### src/rtl/uart_pkg.sv
// Shared types and defaults for the UART transmit arbiter.
package uart_pkg;

  localparam int unsigned ACT_TIMEOUT_DEF = 1023;
  localparam int unsigned BYTE_W          = 8;

  // Arbiter FSM states.
  typedef enum logic [2:0] {
    ST_IDLE      = 3'd0,
    ST_LOAD      = 3'd1,
    ST_START     = 3'd2,
    ST_WAIT_ACT  = 3'd3,
    ST_WAIT_DONE = 3'd4
  } arb_state_e;

  // Frame configuration handed to uart_tx.
  typedef struct packed {
    logic [1:0] baud_rate;
    logic [1:0] parity_type;
    logic       stop_bits;
    logic       data_length;
  } tx_cfg_t;

endpackage

### src/rtl/rr_arbiter.sv
// Combinational round-robin pick: lowest requester above last_winner, else lowest overall.
module rr_arbiter #(
  parameter int unsigned N_REQ = 4,
  parameter int unsigned IDX_W = (N_REQ > 1) ? $clog2(N_REQ) : 1
) (
  input  logic [N_REQ-1:0] req,
  input  logic [IDX_W-1:0] last_winner,
  output logic [N_REQ-1:0] grant
);

  logic [N_REQ-1:0] above_mask;
  logic [N_REQ-1:0] masked_req;
  logic [N_REQ-1:0] pick;

  // Bits strictly above last_winner; shifting 2 lets last_winner = N_REQ-1 wrap to an empty mask.
  assign above_mask = ~((N_REQ'(2) << last_winner) - N_REQ'(1));
  assign masked_req = req & above_mask;
  assign pick       = (|masked_req) ? masked_req : req;
  // Isolate the lowest set bit of the chosen vector.
  assign grant      = pick & (~pick + N_REQ'(1));

endmodule

### src/rtl/uart_tx_arbiter.sv
// Shares one uart_tx among N_REQ requesters with round-robin grant and an activity timeout.
module uart_tx_arbiter
  import uart_pkg::*;
#(
  parameter int unsigned N_REQ       = 4,
  parameter int unsigned ACT_TIMEOUT = ACT_TIMEOUT_DEF
) (
  input  logic                    clock,
  input  logic                    rst,
  input  logic [N_REQ-1:0]        req,
  input  logic [BYTE_W*N_REQ-1:0] req_data,
  input  logic [1:0]              cfg_baud_rate,
  input  logic [1:0]              cfg_parity_type,
  input  logic                    cfg_stop_bits,
  input  logic                    cfg_data_length,
  output logic [N_REQ-1:0]        gnt,
  output logic [N_REQ-1:0]        ack,
  output logic [N_REQ-1:0]        err,
  output logic                    tx_send,
  output logic [BYTE_W-1:0]       tx_data,
  output logic [1:0]              tx_baud_rate,
  output logic [1:0]              tx_parity_type,
  output logic                    tx_stop_bits,
  output logic                    tx_data_length,
  input  logic                    tx_active,
  input  logic                    tx_done,
  output logic                    busy
);

  localparam int unsigned IDX_W = (N_REQ > 1) ? $clog2(N_REQ) : 1;
  localparam int unsigned CNT_W = $clog2(ACT_TIMEOUT + 1);
  // The counter value on which the ACT_TIMEOUT-th waiting cycle is seen.
  localparam logic [CNT_W-1:0] CNT_LAST = CNT_W'(ACT_TIMEOUT - 1);

  logic [N_REQ-1:0][BYTE_W-1:0] req_bytes;
  tx_cfg_t                      cfg_in;

  arb_state_e        state_q, state_d;
  logic [N_REQ-1:0]  gnt_q, gnt_d;
  logic [N_REQ-1:0]  ack_q, ack_d;
  logic [N_REQ-1:0]  err_q, err_d;
  logic              send_q, send_d;
  logic              busy_q, busy_d;
  logic [BYTE_W-1:0] data_q, data_d;
  tx_cfg_t           cfg_q, cfg_d;
  logic [IDX_W-1:0]  last_q, last_d;
  logic [IDX_W-1:0]  winner_q, winner_d;
  logic [CNT_W-1:0]  cnt_q, cnt_d;

  logic [N_REQ-1:0]  rr_gnt;
  logic [IDX_W-1:0]  rr_idx;

  assign req_bytes          = req_data;
  assign cfg_in.baud_rate   = cfg_baud_rate;
  assign cfg_in.parity_type = cfg_parity_type;
  assign cfg_in.stop_bits   = cfg_stop_bits;
  assign cfg_in.data_length = cfg_data_length;

  rr_arbiter #(
    .N_REQ (N_REQ),
    .IDX_W (IDX_W)
  ) u_rr (
    .req         (req),
    .last_winner (last_q),
    .grant       (rr_gnt)
  );

  // Convert the one-hot pick into an index for byte select and last_winner tracking.
  always_comb begin
    rr_idx = '0;
    for (int unsigned i = 0; i < N_REQ; i++) begin
      if (rr_gnt[i]) rr_idx = IDX_W'(i);
    end
  end

  // Next-state and registered-output values.
  always_comb begin
    state_d  = state_q;
    gnt_d    = gnt_q;
    ack_d    = '0;
    err_d    = '0;
    send_d   = 1'b0;
    data_d   = data_q;
    cfg_d    = cfg_q;
    last_d   = last_q;
    winner_d = winner_q;
    cnt_d    = cnt_q;

    case (state_q)
      ST_IDLE: begin
        gnt_d = '0;
        if (|req) begin
          gnt_d    = rr_gnt;
          winner_d = rr_idx;
          state_d  = ST_LOAD;
        end
      end
      ST_LOAD: begin
        data_d  = req_bytes[winner_q];
        cfg_d   = cfg_in;
        state_d = ST_START;
      end
      ST_START: begin
        send_d  = 1'b1;
        cnt_d   = '0;
        state_d = ST_WAIT_ACT;
      end
      ST_WAIT_ACT: begin
        if (tx_active && tx_done) begin
          // Frame finished before we saw it running: treat as completion.
          ack_d   = gnt_q;
          gnt_d   = '0;
          last_d  = winner_q;
          state_d = ST_IDLE;
        end else if (tx_active) begin
          state_d = ST_WAIT_DONE;
        end else if (cnt_q == CNT_LAST) begin
          // Rotate past a dead requester so it cannot starve the others.
          err_d   = gnt_q;
          gnt_d   = '0;
          last_d  = winner_q;
          state_d = ST_IDLE;
        end else begin
          cnt_d = cnt_q + CNT_W'(1);
        end
      end
      ST_WAIT_DONE: begin
        if (tx_done) begin
          ack_d   = gnt_q;
          gnt_d   = '0;
          last_d  = winner_q;
          state_d = ST_IDLE;
        end
      end
      default: begin
        gnt_d   = '0;
        state_d = ST_IDLE;
      end
    endcase

    busy_d = (state_d != ST_IDLE);
  end

  // State and output registers; reset abandons any frame in flight.
  always_ff @(posedge clock or posedge rst) begin
    if (rst) begin
      state_q  <= ST_IDLE;
      gnt_q    <= '0;
      ack_q    <= '0;
      err_q    <= '0;
      send_q   <= 1'b0;
      busy_q   <= 1'b0;
      data_q   <= '0;
      cfg_q    <= '0;
      last_q   <= IDX_W'(N_REQ - 1);
      winner_q <= '0;
      cnt_q    <= '0;
    end else begin
      state_q  <= state_d;
      gnt_q    <= gnt_d;
      ack_q    <= ack_d;
      err_q    <= err_d;
      send_q   <= send_d;
      busy_q   <= busy_d;
      data_q   <= data_d;
      cfg_q    <= cfg_d;
      last_q   <= last_d;
      winner_q <= winner_d;
      cnt_q    <= cnt_d;
    end
  end

  assign gnt            = gnt_q;
  assign ack            = ack_q;
  assign err            = err_q;
  assign tx_send        = send_q;
  assign tx_data        = data_q;
  assign tx_baud_rate   = cfg_q.baud_rate;
  assign tx_parity_type = cfg_q.parity_type;
  assign tx_stop_bits   = cfg_q.stop_bits;
  assign tx_data_length = cfg_q.data_length;
  assign busy           = busy_q;

endmodule

### config.mk
export PLATFORM = sky130hd
export DESIGN_NAME = uart_tx_arbiter
export DESIGN_NICKNAME = d
export VERILOG_FILES = /design/src/rtl/uart_pkg.sv /design/src/rtl/rr_arbiter.sv /design/src/rtl/uart_tx_arbiter.sv
export SDC_FILE = /design/constraint.sdc
export NUM_CORES = 1
export LEC_CHECK = 0
export CAP_MARGIN = 20
export CELL_PAD_IN_SITES_DETAIL_PLACEMENT = 2
export CELL_PAD_IN_SITES_GLOBAL_PLACEMENT = 2
export CORE_MARGIN = 1
export CORE_UTILIZATION = 31
export DETAILED_ROUTE_END_ITERATION = 7
export PLACE_DENSITY_LB_ADDON = 0.1
export SLEW_MARGIN = 20
export SYNTH_ARGS = -nofsm -noshare
export SYNTH_HDL_FRONTEND = slang
export SYNTH_HIERARCHICAL = 1
export SYNTH_SLANG_ARGS = --single-unit
### constraint.sdc
create_clock -name clock -period 4.2 [get_ports clock]
set_clock_uncertainty 0.05 [all_clocks]
set_input_delay 0.84 -clock clock [delete_from_list [all_inputs] [get_ports clock]]
set_output_delay 0.84 -clock clock [all_outputs]
set_load 0.01 [all_outputs]
* Word-level counts from Yosys, hierarchy flattened *
Index checks and enable logic that the tools add are counted.
W data, S select, Z words.

word-level totals
  flip-flop bits (word level) = 45
  input port bits = 46
  output and inout port bits = 28
  logic and storage cells = 82

operators by class
  $add $sub $neg = 3
  order comparisons = 1
  equality and inequality tests = 11
  shift-type cells = 1
  multiplexer cells = 35
  bitwise operators = 5
  reduce and logical (&&, ||, !) cells = 12

operators by type and width
  operator                 number
  $mux W4                  12
  $mux W10                 3
  $pmux W10 S2             1
  $bmux W8 S2              1
  $pmux W4 S4              1
  $mux W3                  5
  $pmux W3 S5              1
  $mux W2                  6
  $reduce_and A4 Y1        3
  $add A10 B1 Y10 const B  1
  $eq A10 B10 Y1 const B   1
  $and A4 B4 Y4            2
  $mux W8                  1
  $ne A2 B2 Y1 const B     4
  $not A4 Y4               2
  $pmux W4 S2              1
  $reduce_or A4 Y1         2
  $eq A3 B2 Y1 const B     2
  $ne A3 B3 Y1 const B     2
  $add A4 B1 Y4 const B    1
  $pmux W2 S2              1
  $reduce_bool A2 Y1       2
  $shl A2 B2 Y4 const A    1
  $sub A4 B2 Y4 const B    1
  10 further kinds         11

* Depth between registers and ports, before layout *
  depth in word-level cells = 12
  gate-level depth with buffers = 7
  depth with buffers taken out = 6

* Modules after synthesis *
Netlist, hierarchy kept.

by module, submodules not included
  module           times used  cells an instance  area each (um2)  seq. area each (um2)
  uart_tx_arbiter  1           165                2,127.0          1,128.6
  rr_arbiter       1           16                 97.6             0.0

* Worst setup path before layout *
Ideal clock, no wire load.

  path type = input port to flip-flop
  start = in tx_active
  end = reg gnt_q[0] (netlist: gnt[0])
  setup time = 0.121 ns
  data arrival time = 1.814 ns
  required time = 4.029 ns
  path slack = 2.215 ns
  stages = 4
  path buffers = 0
  cells stage by stage = and4b_1 > o21bai_1 > or4b_4 > a22o_1

on the way
  cells in the longest elaborated chain, start to end = 3
  elaborated cells on any way between the ends = 6
  classes of those cells = eq/ne: 2; mux: 2; reduce/logical: 2

RTL lines
  what                                                                      line                    text
  start, declared                                                           uart_tx_arbiter.sv:25   input logic tx_active,
  $logic_and A1 B1 Y1                                                       uart_tx_arbiter.sv:109  if (tx_active && tx_done) begin
  $ne A3 B3 Y1 (no source line) / $mux W4 (equally long branches)           --
  $reduce_and A4 Y1 (no source line) / $pmux W4 S4 (equally long branches)  --
  end signal, assigned                                                      uart_tx_arbiter.sv:160  gnt_q <= gnt_d;
  end, declared                                                             uart_tx_arbiter.sv:39   logic [N_REQ-1:0] gnt_q, gnt_d;

Several ways; a longest one is shown, not always the timed one.
A chain may end at the register's enable or synchronous reset.

* Worst setup path after layout *
Same ends and word-level chain as after synthesis.

==> flow_summary.ini <==
[setup_path]
slowest_stage = clkdlybuf4s50_1
crit_required_ns = 4.33
cpPeakStageDelay_ns = 0.51
worst_setup_path_end_kind = flop
cp.arrival_ns = 2.50
cp_max_fo = 6
start_kind = primary input
cp_cell_sequence = clkdlybuf4s50_1, and4b_1, o21bai_1, or4b_4, a22o_1
crit_type = in -> reg

[sta]
grt_setup_unrepaired = false
fmax_ghz = 0.423
fin_crit_sh = 0.563
finalCriticalPeriod_ns = 2.37
drv_slew = 0
hold_violations = 0
fin_tns_setup_ns = 0
slew_headroom = 0.416
setup_viol = 0
max_slew.worst_pin.slew_ns = 0.869

[logic_synthesis]
avgSynthCellArea_um2 = 12.3
synth_commonest_cells = dfrtp_1 (43), a21oi_1 (13), mux2_2 (12)
synthTopCellsByArea = dfrtp_1 (48%), mux4_2 (8.1%), mux2_2 (6.1%)
ys.flop_type = dfrtp_1
synth_edf_count = 0
synth.most_common_cell = dfrtp_1
syn_inst = 181
netlist_area_um2 = 2220
synth_top_area_share = 0.484
synth_nets = 229
async_reset_ff_frac = 1.00
yosysTopAreaCell = dfrtp_1
ys_ff_latch = 45
synth_warnings = 6
ys_seq_area_frac = 0.507
synth_cell_type_count = 43

[routing]
drtPass1Iterations = 4
wl_met3_um = 237
viasPerCell = 5.12
drtIter0Drc = 58
wl_per_cell_um = 17.7
drcViolationCount = 0
ant_nets = 0
m1WireLength_mm = 2.68
routed.top_layer = met4
wirelength_mm = 6.27
route.vias.total = 1811
wl_met2_mm = 3.28

[cells_and_area]
drive_above_1_share = 0.147
area_growth_pct = 42.5
post-route-util = 0.461
layout.cells.non_filler = 354
num_antenna_cells = 0
nets = 305

[die]
core_area_um2 = 6870
rows = 30
die_x_um = 86.7
dieHeight_um = 86.7
die-area_um2 = 7520
pin_count = 74
start_util = 0.324

[global_routing]
gr-total-overflow = 0
grt_max_degree = 46
grt_pass1_vias = 1892
grt_first_pass_wirelength_mm = 10.2
antenna_found_initial = 0
grt.total_usage = 0.180

[placement]
dpl.cell_count = 345
io_buffer_count = 73
place.gp.congestion = 0.726
dp_hpwl_mm = 4.74

[pwr]
vdd.ir_drop.worst_uv = 187
p_leak_nw = 1.30
total_power_w = 0.00188
powerDensity_nw_per_um2 = 592

[clock_network]
cts_buffers = 5
root_buffer = clkbuf_8
clk_latency_ns = 0.30
htree_levels = 2
cts_buffer_depth = 2
path_clk_slew_ns = 0.09
cts_setup_buffers = 0
tritoncts = done
cts_sinks = 45
cts_resized = 0
hold_buffers = 0

[worst_hold_path]
min-delay-path-class = reg -> reg

[flow_run]
maxCapViolCount = 0

[outcome]
status = finished, final reports clean
==> per-layer routing <==
metal | track usage | up-vias
met2 | 0.318 | 40
met5 | 0 | -
met3 | 0.0314 | 6
met4 | 0.0545 | 0
met1 | 0.223 | 933
li1 | - | 832
==> layout by cell type, fill, tap and decap left out, drive strengths merged, types with 5 or more instances in the layout <==
cell type / instances
a21oi: 13
a22o: 5
and2: 9
clkbuf: 7
clkdlybuf4s50: 73
dfrtp: 43
inv: 10
mux2: 17
mux4: 8
nand2: 5
nor2: 9
o21ai: 5
o31ai: 6
==> worst max-delay path, delay by kind of cell <==
kind / cells / cell delay (ns)
AOI/OAI and AO/OA: 2 / 0.38
and+or+nand+nor: 2 / 0.77
buffers and inverters: 1 / 0.51
==> worst paths after layout <==
path,depth (start not counted),from,slack [ns],end
max in group asynchronous,3,rst,2.82,last_q[1]
worst min register to register,1,tx_stop_bits,0.44,tx_stop_bits
min in group asynchronous,2,rst,0.74,tx_data[6]
worst max-delay path,5,tx_active,1.83,gnt[0]
worst min-delay path,1,tx_stop_bits,0.44,tx_stop_bits
worst max register to register,6,cnt_q[0],2.23,cnt_q[5]
==> kinds of logic (layout without fill, tap and decap cells) <==
kind of cell | count (synthesis) | after routing | share of synthesized area
and+or+nand+nor | 53 | 53 | 0.148
adders and majority gates | 2 | 2 | 0.0112
buffers and inverters | 16 | 93 | 0.0394
muxes | 25 | 25 | 0.167
AOI/OAI and AO/OA | 40 | 40 | 0.127
DFF | 45 | 45 | 0.507
==> sequential cells by signal, indices dropped and copies added (netlist names), 2 cells and up <==
register	count
ack	4
cnt_q	10
err	4
gnt	4
last_q	2
state_q	3
tx_baud_rate	2
tx_data	8
tx_parity_type	2
winner_q	2
==> power by group <==
group / total (W) / switching (W) / internal (W)
sequential: 0.000747 / 0.000165 / 0.000581
clock: 0.000346 / 0.000152 / 0.000194
combinational: 0.000783 / 0.000322 / 0.000461
total: 0.00188 / 0.000639 / 0.00124
==> layout make-up <==
type,instances,area (um2)
Fill cell,721,3700
Clock buffer,7,86.3
Multi-Input combinational cell,120,1010
Inverter,10,37.5
Tap cell,96,120
Clock inverter,1,30.0
Sequential cell,45,1130
Timing Repair Buffer,75,758
==> per-stage QoR <==
stage / area (um2) / setup WS [ns] / hold slack, ns
2_1_floorplan: 2220 / 2.22 / 0.469
3_5_place_dp: 3030 / 1.53 / 0.426
5_1_grt: 3170 / 1.70 / 0.489
4_1_cts: 3150 / 1.81 / 0.447
3_3_place_gp: 3030 / 1.60 / 0.417
6_report: 3170 / 1.83 / 0.441
(Power assumes the default switching activity.)
